[src/rtl/regfile_mp.sv]
// regfile_mp: parametrised N-read / M-write integer register file with
// same-cycle write-to-read bypass and a per-register busy scoreboard.
// Decode allocates destinations (sets busy), writeback clears them.
module regfile_mp #(
    parameter int XLEN    = 32,
    parameter int NREG    = 32,
    parameter int NRD     = 2,
    parameter int NWR     = 2,
    parameter bit BYPASS  = 1'b1,
    parameter bit ZERO_R0 = 1'b1,
    localparam int AW     = (NREG > 1) ? $clog2(NREG) : 1
) (
    input  logic                clk,
    input  logic                rst,
    input  logic [NRD*AW-1:0]   raddr,
    output logic [NRD*XLEN-1:0] rdata,
    output logic [NRD-1:0]      rbusy,
    input  logic [NWR-1:0]      wen,
    input  logic [NWR*AW-1:0]   waddr,
    input  logic [NWR*XLEN-1:0] wdata,
    input  logic                alloc_en,
    input  logic [AW-1:0]       alloc_addr,
    output logic                any_busy
);

    logic [XLEN-1:0] regs [NREG];
    logic [NREG-1:0] busy;

    // An address names real, writable/trackable state: in range and not a
    // hard-wired zero register.
    function automatic logic live(input logic [AW-1:0] a);
        live = ({1'b0, a} < (AW+1)'(NREG)) && !(ZERO_R0 && (a == '0));
    endfunction

    // State update: writes in ascending port order so the highest port wins
    // a same-address conflict; alloc is applied last so a new producer
    // overrides a same-cycle writeback clearing the busy bit.
    always_ff @(posedge clk) begin
        if (rst) begin
            for (int i = 0; i < NREG; i++) regs[i] <= '0;
            busy <= '0;
        end else begin
            for (int j = 0; j < NWR; j++) begin
                if (wen[j] && live(waddr[j*AW +: AW])) begin
                    regs[waddr[j*AW +: AW]] <= wdata[j*XLEN +: XLEN];
                    busy[waddr[j*AW +: AW]] <= 1'b0;
                end
            end
            if (alloc_en && live(alloc_addr))
                busy[alloc_addr] <= 1'b1;
        end
    end

    assign any_busy = |busy;

    // Read ports: combinational lookup of stored state, optionally overridden
    // by the highest-indexed same-cycle write to the same register.
    for (genvar k = 0; k < NRD; k++) begin : g_rd
        logic [AW-1:0]   a;
        logic [XLEN-1:0] d;
        logic            b;

        assign a = raddr[k*AW +: AW];

        // Per-port read mux with bypass.
        always_comb begin
            d = '0;
            b = 1'b0;
            if (live(a)) begin
                d = regs[a];
                b = busy[a];
                if (BYPASS) begin
                    for (int j = 0; j < NWR; j++) begin
                        if (wen[j] && (waddr[j*AW +: AW] == a)) begin
                            d = wdata[j*XLEN +: XLEN];
                            b = alloc_en && (alloc_addr == a);
                        end
                    end
                end
            end
        end

        assign rdata[k*XLEN +: XLEN] = d;
        assign rbusy[k]              = b;
    end

endmodule
[config.mk]
export PLATFORM = sky130hd
export DESIGN_NAME = regfile_mp
export DESIGN_NICKNAME = d
export VERILOG_FILES = /design/src/rtl/regfile_mp.sv
export SDC_FILE = /design/constraint.sdc
export NUM_CORES = 2
export LEC_CHECK = 0
export CELL_PAD_IN_SITES_DETAIL_PLACEMENT = 1
export CELL_PAD_IN_SITES_GLOBAL_PLACEMENT = 1
export CORE_ASPECT_RATIO = 1.5
export CORE_MARGIN = 2
export CORE_UTILIZATION = 48
export CTS_CLUSTER_SIZE = 16
export DETAILED_ROUTE_END_ITERATION = 10
export PLACE_DENSITY_LB_ADDON = 0.12
export REMOVE_ABC_BUFFERS = 1
export SYNTH_ARGS = -nofsm -noshare
export SYNTH_HDL_FRONTEND = slang
export SYNTH_SLANG_ARGS = --single-unit
[constraint.sdc]
create_clock -name clk -period 4.6 [get_ports clk]
set_input_delay 0.69 -clock clk [delete_from_list [all_inputs] [get_ports clk]]
set_output_delay 0.69 -clock clk [all_outputs]
set_load 0.005 [all_outputs]
==> metrics.txt <==
most frequent cells in the layout=edfxtp_1 (1024), a22o_1 (997), mux4_2 (495); Die H=446 um; number of hold buffers added after CTS=0; fin crit share=1.00; Root Buffer=clkbuf_16; # clock sinks=between 1000 and 1500; R2R cell count=2; DRC viols=0; Max-slew headroom=0.244; Post-synth EDFFs=1024; status=finished, violations left; Yosys cell types=71; total power=between 20000 and 25000 uW; first-pass GRT wire length=410000 um; CP Cell Sequence=clkdlybuf4s50_1 > xor2_1 > nor4_1 > and3_1 > or3_2 > buf_4 > buf_4 > nor3_1 > buf_4 > a221o_1 > clkdlybuf4s50_1; PnR worst setup slack=-0.000237 ns; failing checks=negative setup slack; RR Startpoint=busy[1]; register share of total power=0.470; drt first pass iters=9; worst reg2reg path endpoint=busy[1]; post-DP HPWL=~180000 um; IO Count=between 150 and 200; Seq/Total Area, Yosys=0.503; Peak supply drop=318 uV; crit end category=output port; leading cell type in the layout, fill and taps excluded=edfxtp_1; Mapped Cells=4337; Net Switching=6710 uW; Row Count=162; Avg Inst Size Synth=14.4 um^2; vias in the first global route=between 50000 and 60000; pwr dens=around 340 nW/um^2; ys flop type=edfxtp_1; die area=133000 um^2; number of max-cap violations=0; Fin. Hold Viols=0; Post-synth ARST share=0; CP max stage delay=about 0.47 ns; Post-Route WL=303000 um; yosys warns=0; slowest CP cell=clkdlybuf4s50_1; routability cong.=0.925; total congestion overflow=0; area delta synth->final=14.3%; antenna violations before repair=13; ANT nets after route=0; Fin Hold WS=0.505 ns; Tightest Pin Transition=1.13 ns; Vias/cell=between 8 and 9; clock slew at reported path FFs=0.06 ns; P_leak=around 0.024 uW; critical path type=in -> out; layout cells sized above 1=0.279; critical path launch point type=primary input; internal power=17700 uW; initial DRC count=8413; CTS H-tree depth=3; Hold Crit Class=reg -> reg; Fmax=217 MHz; CTS tree=built; Hold Path Stages=1; Req. time, crit path=3.91 ns; reg2reg setup slack=~3.7 ns; switching share of power=0.275; post-DR wirelength/cell=about 49 um; Cell Area, Synth=around 62000 um^2; Gate power share=0.166; TritonCTS buffer count=106; via count=50376; final max-slew violation count=0; Global Route Usage Sum=0.450; Starting Density=0.482; Critical Path AT=3.91 ns; Worst Hold Launch=busy[0]; Clk pwr share=0.364; Post-Route Skew=0 ns; Total Nets Final=4433; crit-path max FO=8; crit-path most repeated cell=buf_4; clk buf depth=3; width of the die=299 um; flops & latches, synth=1056; core area=about 130000 um^2; worst skew pair latency=0.76 ns; final setup violating endpoints=1; Layout fillers=11998; Port Buffers=160; RSZ-0062 raised after global routing=no; largest net degree at the start of global routing=59; Tmin final=4.60 ns; Hold Path Sink=busy[0]
==> state kept, by name, summed over array words and instances (netlist names) <==
signal,flops
busy,32
regs,1024
==> critical path: cells and delay by family <==
kind / cells / cell delay [ns]
compound gates: 1 / 0.31
xor+xnor: 1 / 0.19
buf+inv: 5 / 1.64
simple gates: 4 / 1.07
==> stage by stage <==
stage          cell area (um^2)  instances   util  setup WS (ns)   TNS [ns]
2_1_floorplan             59400       3677      -          0.440          0
3_3_place_gp              68000       5953  0.525         -0.377     -0.854
4_1_cts                   71400       6142  0.551         0.0586          0
3_5_place_dp              68000       5953  0.525         -0.412      -1.39
6_report                  71400       6155  0.551      -0.000237  -0.000237
5_1_grt                   71400       6143  0.551         0.0140          0
==> synthesized netlist by cell type, drive strengths merged, types with 3 or more instances <==
cell type,instances,area share
clkbuf,401,0.024
and3,3,0.00030
a2111oi,28,0.0059
nor2b,43,0.0043
nand2b,14,0.0014
a32o,3,0.00048
o221ai,50,0.0070
a22o,997,0.14
and2,4,0.00040
buf,285,0.026
or2,12,0.0012
nand3,22,0.0018
nor4,20,0.0025
a311o,3,0.00048
o32ai,5,0.00070
a21oi,19,0.0015
mux2i,151,0.024
o22ai,65,0.0065
edfxtp,1024,0.49
xor2,12,0.0017
nand2,66,0.0040
nand4,10,0.0011
nand3b,6,0.00072
a211o,6,0.00084
mux2,47,0.0085
nor3,68,0.0071
inv,63,0.0038
mux4,508,0.18
or3,34,0.0034
a221oi,26,0.0037
dfxtp,32,0.010
a221o,20,0.0032
dlygate4sd1,3,0.00042
xnor2,18,0.0025
a211oi,25,0.0030
a22oi,61,0.0073
nor2,125,0.0075
o21ai,38,0.0030
==> cells by family (layout without fill, tap and decap cells) <==
kind of cell / after synthesis / after routing / share of synthesized area
other cells: 1 / 45 / 0.0000600
buf+inv: 754 / 806 / 0.0549
simple gates: 431 / 431 / 0.0364
xor+xnor: 30 / 30 / 0.00421
flops: 1056 / 1056 / 0.503
compound gates: 1359 / 1359 / 0.185
mux: 706 / 706 / 0.217
==> final cells by class <==
type / count / area [um^2] / share of cell area
antenna: 13 / 32.5 / 0.000456
clock buffer: 134 / 2840 / 0.0398
clock inverter: 55 / 529 / 0.00741
inverter: 63 / 239 / 0.00335
multi-input combinational: 2558 / 28300 / 0.397
sequential: 1056 / 31400 / 0.440
tap: 1722 / 2150 / 0.0302
timing repair buffer: 554 / 5900 / 0.0826
==> repair_timing <==
item	in CTS	in global routing
setup endpoints to repair	26	3
buffers inserted	0	0
resized for setup	4	1
==> layer usage <==
layer  vias to the layer above  wire length (um)  global-route usage
met4                         6             31000               0.385
met1                     25832             95600               0.529
met5                         -               116             0.00440
li1                      18195                 -                   -
met3                      1454             41700               0.130
met2                      4889            134000               0.677
==> how the worst max path moves through the flow <==
stage             start  slack, ns    endpoint  cells after the start
6_report       waddr[7]    -0.0002   rdata[10]                     11
5_1_grt        waddr[7]       0.01   rdata[10]                     11
4_1_cts        waddr[7]       0.06   rdata[28]                      9
3_5_place_dp   raddr[8]      -0.41   rdata[48]                      9
3_3_place_gp   waddr[8]      -0.38   rdata[48]                     10
2_1_floorplan  waddr[2]       0.44  regs[8][0]                      3
==> power by group through the flow <==
| stage | clock network [uW] | logic, uW | registers (uW) |
|---|---|---|---|
| 6_report | 8890 | 4050 | 11500 |
| 5_1_grt | 9160 | 4110 | 11500 |
| 3_3_place_gp | 0 | 3880 | 11600 |
| 2_1_floorplan | 0 | 1670 | 11500 |
| 4_1_cts | 8850 | 3940 | 11400 |
| 3_5_place_dp | 0 | 3920 | 11600 |
Power figures use the tool's default switching activity.
